## src/rtl/fd_pipe_reg.sv

```systemverilog
// Fetch/decode pipeline register with stall hold, deferred branch flush,
// saturating stall/flush statistics and a stall watchdog.
module fd_pipe_reg #(
  parameter int unsigned       INS_W       = 32,
  parameter int unsigned       PC_W        = 7,
  parameter int unsigned       SEL_W       = 2,
  parameter logic [INS_W-1:0]  NOP_INS     = {INS_W{1'b0}},
  parameter int unsigned       CNT_W       = 8,
  parameter int unsigned       STALL_LIMIT = 200
) (
  input  logic              clk,
  input  logic              rst_n,
  input  logic [INS_W-1:0]  ins_i,
  input  logic [PC_W-1:0]   pc_plus1_i,
  input  logic              valid_i,
  input  logic              stall_i,
  input  logic [SEL_W-1:0]  pc_src_i,
  output logic [INS_W-1:0]  ins_o,
  output logic [PC_W-1:0]   pc_plus1_o,
  output logic              valid_o,
  output logic              bubble_o,
  output logic              flush_pend_o,
  output logic [CNT_W-1:0]  stall_cnt_o,
  output logic [CNT_W-1:0]  flush_cnt_o,
  output logic              stall_to_o
);

  typedef enum logic [1:0] {
    IDLE      = 2'd0,
    HOLD      = 2'd1,
    HOLD_PEND = 2'd2,
    FLUSH     = 2'd3
  } state_t;

  localparam logic [CNT_W-1:0] CNT_MAX = {CNT_W{1'b1}};
  localparam logic [CNT_W-1:0] LIMIT   = CNT_W'(STALL_LIMIT);

  state_t           state_q;
  logic             redirect_c;
  logic             flush_req_c;
  logic [CNT_W-1:0] stall_cnt_nx_c;

  // The pending flush is exactly the HOLD_PEND state.
  assign flush_pend_o = (state_q == HOLD_PEND);
  assign redirect_c   = (pc_src_i != '0);
  assign flush_req_c  = redirect_c | flush_pend_o;

  // Consecutive-stall count for the upcoming edge; zero once the stall drops.
  always_comb begin
    stall_cnt_nx_c = '0;
    if (stall_i) begin
      stall_cnt_nx_c = (stall_cnt_o == CNT_MAX) ? stall_cnt_o
                                                : stall_cnt_o + CNT_W'(1);
    end
  end

  always_ff @(posedge clk or negedge rst_n) begin
    if (!rst_n) begin
      state_q     <= IDLE;
      ins_o       <= NOP_INS;
      pc_plus1_o  <= '0;
      valid_o     <= 1'b0;
      bubble_o    <= 1'b0;
      stall_cnt_o <= '0;
      flush_cnt_o <= '0;
      stall_to_o  <= 1'b0;
    end else begin
      stall_cnt_o <= stall_cnt_nx_c;
      stall_to_o  <= (stall_cnt_nx_c >= LIMIT);
      if (stall_i) begin
        // Redirects seen while stalled collapse into a single pending flush.
        state_q <= flush_req_c ? HOLD_PEND : HOLD;
      end else if (flush_req_c) begin
        state_q    <= FLUSH;
        ins_o      <= NOP_INS;
        pc_plus1_o <= '0;
        valid_o    <= 1'b0;
        bubble_o   <= 1'b1;
        if (flush_cnt_o != CNT_MAX) begin
          flush_cnt_o <= flush_cnt_o + CNT_W'(1);
        end
      end else begin
        state_q    <= IDLE;
        ins_o      <= ins_i;
        pc_plus1_o <= pc_plus1_i;
        valid_o    <= valid_i;
        bubble_o   <= 1'b0;
      end
    end
  end

endmodule

```

## config.mk

```make
export PLATFORM = sky130hd
export DESIGN_NAME = fd_pipe_reg
export DESIGN_NICKNAME = d
export VERILOG_FILES = /design/src/rtl/fd_pipe_reg.sv
export SDC_FILE = /design/constraint.sdc
export NUM_CORES = 1
export LEC_CHECK = 0
export CORE_UTILIZATION = 23
export CTS_BUF_LIST = sky130_fd_sc_hd__clkbuf_4
export DETAILED_ROUTE_END_ITERATION = 10
export PLACE_DENSITY = 0.48
export SYNTH_ARGS = -nofsm -noshare
export SYNTH_HDL_FRONTEND = slang
export SYNTH_SLANG_ARGS = --single-unit
```

## constraint.sdc

```tcl
create_clock -name clk -period 1.55 [get_ports clk]
set_input_delay 0.155 -clock clk [delete_from_list [all_inputs] [get_ports clk]]
set_output_delay 0.155 -clock clk [all_outputs]
set_load 0.01 [all_outputs]
```

==> results of run 1 <==
[kinds of logic after synthesis]
logic type	share of synthesized area [%]
AO/OA/AOI/OAI	13.18
XOR/XNOR	1.721
buffers and inverters	4.031
flip-flops	59.00
multiplexers	1.278
AND/OR/NAND/NOR	19.32
adder cells (fa/ha/maj)	1.475
[flip-flops by register name, summed over array words and instances, names as in the netlist]
| register | cells |
|---|---|
| state_q | 2 |
| flush_cnt_o | 8 |
| stall_cnt_o | 8 |
| ins_o | 32 |
| pc_plus1_o | 7 |
| stall_to_o | 1 |
| bubble_o | 1 |
| valid_o | 1 |
[cells in the final DEF, fill, tap and decap left out, drive strengths merged]
master,count
a211oi,1
a21oi,4
a311oi,1
a31oi,5
a41oi,1
and2,1
and3,4
and4,1
buf,34
bufinv,2
clkbuf,10
clkdlybuf4s15,1
clkdlybuf4s50,86
clkinv,4
dfrtp,60
dlygate4sd2,7
dlygate4sd3,1
dlymetal6s2s,7
ha,3
inv,5
mux2,2
mux2i,1
nand2,86
nand3,4
nand4,4
nor2,6
nor2b,2
nor3,4
nor3b,1
o21a,1
o21ai,42
o221a,1
o22ai,1
o311a,1
or2,1
xnor2,4
xor2,1
[repair_timing]
item / in CTS / in global routing
hold endpoints to repair: 60 / 0
endpoints found under the setup margin: 20 / 17
setup buffers: 10 / 3
hold buffers: 1 / 0
pin swaps: 3 / 5
gates resized for setup: 14 / 17
[worst min-delay path by stage]
stage | from | slack (ns) | cells past startpoint | to
2_1_floorplan | rst_n | -0.14 | 0 | bubble_o$_DFFE_PN0N_
3_3_place_gp | rst_n | 0.20 | 2 | stall_cnt_o[3]$_DFF_PN0_
3_5_place_dp | rst_n | 0.20 | 2 | stall_cnt_o[3]$_DFF_PN0_
4_1_cts | stall_i | 0.13 | 4 | state_q[0]$_DFF_PN0_
5_1_grt | stall_i | 0.14 | 4 | state_q[0]$_DFF_PN0_
6_report | stall_i | 0.16 | 4 | state_q[0]$_DFF_PN0_
[critical path, cell delays in order (launching register included)]
cell and delay [ns]:
dfrtp_2 0.44, ha_4 0.19, and3_4 0.20, a41oi_4 0.27, mux2_1 0.35
[layer usage]
| layer | vias up | global-route usage (%) |
|---|---|---|
| li1 | 1148 | - |
| met3 | 11 | 3.587 |
| met2 | 65 | 18.80 |
| met5 | - | 0 |
| met1 | 1046 | 15.80 |
| met4 | 0 | 5.871 |
[layout make-up]
cell class / instances / area [um^2] / share of cell area (%)
flip-flops and latches: 60 / 1509 / 35.86
repair buffers: 136 / 1313 / 31.19
multi-input cells: 183 / 1039 / 24.68
well taps: 140 / 175.2 / 4.163
clock inverters: 6 / 78.83 / 1.873
clock buffers: 10 / 75.07 / 1.784
inverters: 5 / 18.77 / 0.4460
[power by group]
group          total [mW]  internal [mW]  switching, mW
Combinational        1.14          0.641          0.498
Clock                1.25          0.660          0.589
Sequential           1.82           1.72          0.101
Total                4.21           3.02           1.19
[metrics by stage]
step	std cells	setup slack [ns]	power [mW]	util [%]	hold WS, ns
after global placement	510	-0.1647	2.893	35.97	0.1972
final	540	-0.008709	4.210	38.99	0.1560
after CTS	537	-0.009039	4.222	38.34	0.1272
after floorplan	265	-0.04471	2.267	-	-0.1406
after detailed placement	510	-0.1911	2.903	35.97	0.1970
after global routing	540	-0.07628	4.464	38.99	0.1379
==> qor.txt, run 1 <==
1st-iter DRT viols - 82
Final min period - 1.559 ns
EDFF count, synth - 0
Synth cell types - 39
Number of buffers created by CTS - 9
Synth top area share - 59.00%
Slew of the pin with the lowest slew margin - 0.4448 ns
CP Capture Point - flush_cnt_o[1]$_DFFE_PN0P_
Max cap viols - 0
Peak supply drop - 0.5565 mV
Gate Count Post-Synth - 265
Largest net degree at the start of global routing - 85
Critical Path Start Type - flop
Worst-path fanout max - 4
Worst skew pair latency - 0.39 ns
Sequential fraction of the synthesis area - 59.00%
Num ports - 104
Fmax achieved - 641.6 MHz
Reg2reg end - flush_cnt_o[1]$_DFFE_PN0P_
Failing checks - setup timing
Synth cell count leaders - nand2_1 (86), dfrtp_1 (60), o21ai_1 (40), clkbuf_1 (12), nor2_1 (6)
Wire length on met3 - 405 um
Final Routed Wirelength - 6.639 mm
Layout cells sized above 1 - 18.75%
Full die area - 11490 um^2
HPWL after DPL - 4.310 mm
Initial Util - 23.58%
Top layer in use - met4
Yosys top cell by area - dfrtp_1
Routed wl met2 - 2.959 mm
Grt ovf - 0
Global Route Usage Sum - 12.27%
Final period utilization - 100.6%
Number of antenna diodes - 0
Post-route cell area - 4208 um^2
Crit Path Category - reg2reg
R2R Setup Slk - -0.009 ns
Setup TNS - -0.008709 ns
FF+latch count, synth - 60
Max Slew Vio Count - 0
Final #Nets - 443
Wl on met1 - 3.159 mm
Worst path required time - 1.84 ns
Synth Area per Inst - 9.604 um^2
RSZ-0062 raised after global routing - true
Drt drc - 0
Antenna violations before repair - 0
CTS sink cnt - 60
First-pass GRT wire length - 10.82 mm
Placed cell areas - 3882 um^2
Top post-synthesis cells by area - dfrtp_1 (59%), nand2_1 (13%), o21ai_1 (7.9%)
Most frequent cell after synthesis - nand2_1
Leak - 1.869 nW
Via count - 2270
Hold WC Path Type - in2reg
Detail Route Antenna Nets - 0
Port Buffers - 103
Beginning of the worst register-to-register path - flush_cnt_o[0]$_DFFE_PN0P_
Synthesized Nets - 313
Main synth FF type - dfrtp_1
Ys async rst share - 100.0%
Final hold vios - 0
Final worst slack - -0.008709 ns
Die height - 107.2 um
CTS tree - done
Outcome - complete, but fails checks
Final setup fails - 1
Floorplan row count - 38
Worst r2r path cells - 4
Clock tree buffer depth - 2
Reg clk slew, reported paths - 0.11 ns
Relative slew slack - 70.35%
Crit path from - flush_cnt_o[0]$_DFFE_PN0P_
Post-Syn Area - 2545 um^2
Worst Setup End Kind - flop
Vias/cell - 4.204
PwrDens - 1000 nW/um^2
CTS H-tree lvls - 3
Core Area - 10790 um^2
Fill cells - 1074
Worst-case clock skew - 0.008006 ns
Pre-Repair DR Iteration Count - 4
Die X - 107.2 um
WL per Instance - 12.29 um
GPL Wtd Cong - 0.7395
Crit path DAT - 1.85 ns
Area Growth Syn to Fin - 65.34%
Root buf cell - clkbuf_4
Ys Warns - 0
Vias in the first global route - 2268
No activity file was read; power rests on OpenSTA's default activity.
==> run 2: changes to the inputs <==
--- a/config.mk
+++ b/config.mk
@@ -7,6 +7,7 @@
 export LEC_CHECK = 0
 export CORE_UTILIZATION = 23
 export CTS_BUF_LIST = sky130_fd_sc_hd__clkbuf_4
+export CTS_CLUSTER_SIZE = 24
 export DETAILED_ROUTE_END_ITERATION = 10
 export PLACE_DENSITY = 0.48
 export SYNTH_ARGS = -nofsm -noshare
==> results of run 2 <==
Same layout as run 1: the final DEF is identical, and so are final timing and power.
==> run 3: changes to the inputs <==
--- a/config.mk
+++ b/config.mk
@@ -9,7 +9,7 @@
 export CTS_BUF_LIST = sky130_fd_sc_hd__clkbuf_4
 export CTS_CLUSTER_SIZE = 24
 export DETAILED_ROUTE_END_ITERATION = 10
-export PLACE_DENSITY = 0.48
+export PLACE_DENSITY = 0.46
 export SYNTH_ARGS = -nofsm -noshare
 export SYNTH_HDL_FRONTEND = slang
 export SYNTH_SLANG_ARGS = --single-unit
==> constraint.sdc (replaced) <==
create_clock -name clk -period 1.57 [get_ports clk]
set_input_delay 0.157 -clock clk [delete_from_list [all_inputs] [get_ports clk]]
set_output_delay 0.157 -clock clk [all_outputs]
set_load 0.01 [all_outputs]
==> run 3 against run 2 <==
  * The flow now finishes without violations
  * Critical endpoint unchanged
  * Combinational power is essentially flat
  * Fmax grew 1.5%
  * First-iteration DRC count is 30% higher
  * Clock-buffer cell count is the same
  * Critical path depth increased by 3
  * Register-to-register slack better by 0.04 ns
  * Sequential cell count unchanged
  * Routed wire length is 3.5% higher
  * Clock skew rose by 0.015 ns
  * Cell area fell by 0.36%
  * Clock power about the same
==> qor.txt, run 3 (synthesis gave the netlist of run 1 again) <==
Crit path DAT - 1.81 ns (was 1.85 ns)
Reg clk slew, reported paths - 0.10 ns (was 0.11 ns)
Worst hold slack - 0.1546 ns (was 0.1560 ns)
Max Slew Vio Count - 0 (unchanged)
Critical Path Start Type - flop (unchanged)
CTS sink cnt - 60 (unchanged)
Max incr delay on CP - 0.41 ns (was 0.44 ns)
Seq pwr share - 43.2% (was 43.3%)
Hold Path Stages - 4 (unchanged)
Via count - 2314 (was 2270)
RSZ-0062 raised after global routing - true (unchanged)
Slew of the pin with the lowest slew margin - 0.7550 ns (was 0.4448 ns)
Final setup fails - 0 (was 1)
Largest Register - ins_o (unchanged)
Largest net degree at the start of global routing - 85 (unchanged)
Layout cells sized above 1 - 19.40% (was 18.75%)
Initial Util - 23.58% (unchanged)
Peak supply drop - 0.4122 mV (was 0.5565 mV)
Full die area - 11490 um^2 (unchanged)
Drt drc - 0 (unchanged)
Vias in the first global route - 2352 (was 2268)
Most frequent cells in the layout - clkdlybuf4s50_1 (95), nand2_1 (86), dfrtp_1 (54) (was clkdlybuf4s50_1 (86), nand2_1 (84), dfrtp_1 (54))
Worst-case clock skew - 0.02341 ns (was 0.008006 ns)
1st-iter DRT viols - 107 (was 82)
Grt ovf - 0 (unchanged)
Worst Setup End Kind - flop (unchanged)
Port Buffers - 103 (unchanged)
Leak - 1.756 nW (was 1.869 nW)
Antenna violations before repair - 1 (was 0)
CTS H-tree lvls - 3 (unchanged)
Worst-path fanout max - 5 (was 4)
Placed insts - 509 (was 510)
Root buf cell - clkbuf_4 (unchanged)
Total power - 4.153 mW (was 4.210 mW)
Delay-heaviest family, CP - flip-flops (unchanged)
Worst path required time - 1.84 ns (about the same)
Net Sw Power - 1.166 mW (was 1.189 mW)
Final period utilization - 97.86% (was 100.6%)
First-pass GRT wire length - 11.41 mm (was 10.82 mm)
Final min period - 1.536 ns (was 1.559 ns)
Comb power frac - 27.2% (was 27.1%)
CP Depth - 7 (was 4)
PwrDens - 990.6 nW/um^2 (was 1000 nW/um^2)
Buf/Inv on CP - 2 (was 0)
Floorplan row count - 38 (unchanged)
Internal power - 2.987 mW (was 3.021 mW)
Hold WC Path Type - in2reg (unchanged)
Clock network power share - 29.6% (was 29.7%)
Worst skew pair latency - 0.39 ns (about the same)
Worst r2r path cells - 7 (was 4)
Final core occ - 38.85% (was 38.99%)
Regs by FF count - ins_o x32, flush_cnt_o x8, stall_cnt_o x8 (unchanged)
Outcome - completed (was complete, but fails checks)
Global Route Usage Sum - 12.80% (was 12.27%)
Fmax achieved - 650.9 MHz (was 641.6 MHz)
Relative slew slack - 49.67% (was 70.35%)
Crit path top cell by count - inv_2
Num ports - 104 (unchanged)
Detail Route Antenna Nets - 0 (unchanged)
Core Area - 10790 um^2 (unchanged)
HPWL after DPL - 4.551 mm (was 4.310 mm)
Die X - 107.2 um (unchanged)
Commonest non-fill, non-tap cell in the layout - clkdlybuf4s50_1 (unchanged)
Non-filler cells, final - 542 (was 540)
Max cap viols - 0 (unchanged)
Slowest CP cell - dfrtp_1 (was dfrtp_2)
Setup TNS - 0 ns (was -0.008709 ns)
Number of buffers created by CTS - 9 (unchanged)
CTS tree - done (unchanged)
Pre-Repair DR Iteration Count - 4 (unchanged)
Crit Path Category - reg2reg (unchanged)
Vias/cell - 4.269 (was 4.204)
Number of flip-flops in the largest register - 32 (unchanged)
Reg area - 1509 um^2 (unchanged)
WL per Instance - 12.67 um (was 12.29 um)
GPL Wtd Cong - 0.7844 (was 0.7395)
Crit-path cells - nor2b_4 -> nor3_4 -> inv_2 -> ha_4 -> inv_2 -> a41oi_4 -> mux2_4 (was ha_4 -> and3_4 -> a41oi_4 -> mux2_1)
Area Growth Syn to Fin - 64.75% (was 65.34%)
Multi-input gate area - 1032 um^2 (was 1039 um^2)
Clock tree buffer depth - 2 (unchanged)
Die height - 107.2 um (unchanged)
Final hold vios - 0 (unchanged)
Final #Nets - 445 (was 443)
Sw Ratio - 28.08% (was 28.23%)
Number of antenna diodes - 0 (unchanged)
Fill cells - 1121 (was 1074)
Final Routed Wirelength - 6.869 mm (was 6.639 mm)
## run 3: cell count changes in the layout (fill, tap and decap cells not counted), sizes merged
cell	delta
dlymetal6s2s	-7
clkdlybuf4s15	-1
dlygate4sd2	-1
buf	+2
clkdlybuf4s50	+9
## run 3: layout make-up
cell class	instances	area share [%]
sequential	60	35.99
inverter	5	0.4476
timing repair buffer	138	31.10
multi-input combinational	183	24.62
clock buffer	10	1.791
tap	140	4.178
clock inverter	6	1.880
## run 3: what timing repair did
item,CTS,global route
pin swaps,2,4
setup endpoints to repair,19,37
setup buffers,14,2
gates resized for setup,12,6
cloned,0,0
hold endpoints to repair,28,0
hold buffers,1,0
## run 3: metrics by stage
| step | instance area [um^2] | worst slack, ns |
|---|---|---|
| final | 4193 | 0.03361 |
| after global routing | 4193 | -0.03234 |
| after CTS | 4154 | -0.02255 |
| after detailed placement | 3872 | -0.1997 |
| after global placement | 3872 | -0.1653 |
| after floorplan | 2600 | -0.02471 |
## run 3: path summary, 6_finish.rpt
kind	from	endpoint	slack (ns)
worst max-delay path	state_q[0]$_DFF_PN0_	flush_cnt_o[1]$_DFFE_PN0P_	0.03
worst min-delay path	stall_i	state_q[0]$_DFF_PN0_	0.15
worst max register to register	state_q[0]$_DFF_PN0_	flush_cnt_o[1]$_DFFE_PN0P_	0.03
worst min register to register	ins_o[31]$_DFFE_PN0N_	ins_o[31]$_DFFE_PN0N_	0.50
max in group asynchronous	rst_n	ins_o[8]$_DFFE_PN0N_	0.61
min in group asynchronous	rst_n	flush_cnt_o[6]$_DFFE_PN0P_	0.36
## run 3: worst min-delay path, stage by stage
cell and delay, ns:
buf_2 0.13, inv_2 0.08, ha_4 0.12, inv_1 0.03
## run 3: routing by layer
layer  global-route usage (%)  routed length [um]
met1                    15.96                3191
met2                    21.01                3161
met3                    3.404                 431
met4                    4.990                  68
met5                        0                  16
## run 3: power by group through the flow
stage | combinational [mW] | sequential [mW] | clock [mW]
after floorplan | 0.299 | 1.94 | 0
after detailed placement | 1.01 | 1.86 | 0
final | 1.13 | 1.79 | 1.23
after global placement | 1.01 | 1.86 | 0
after CTS | 1.13 | 1.80 | 1.31
after global routing | 1.25 | 1.82 | 1.36
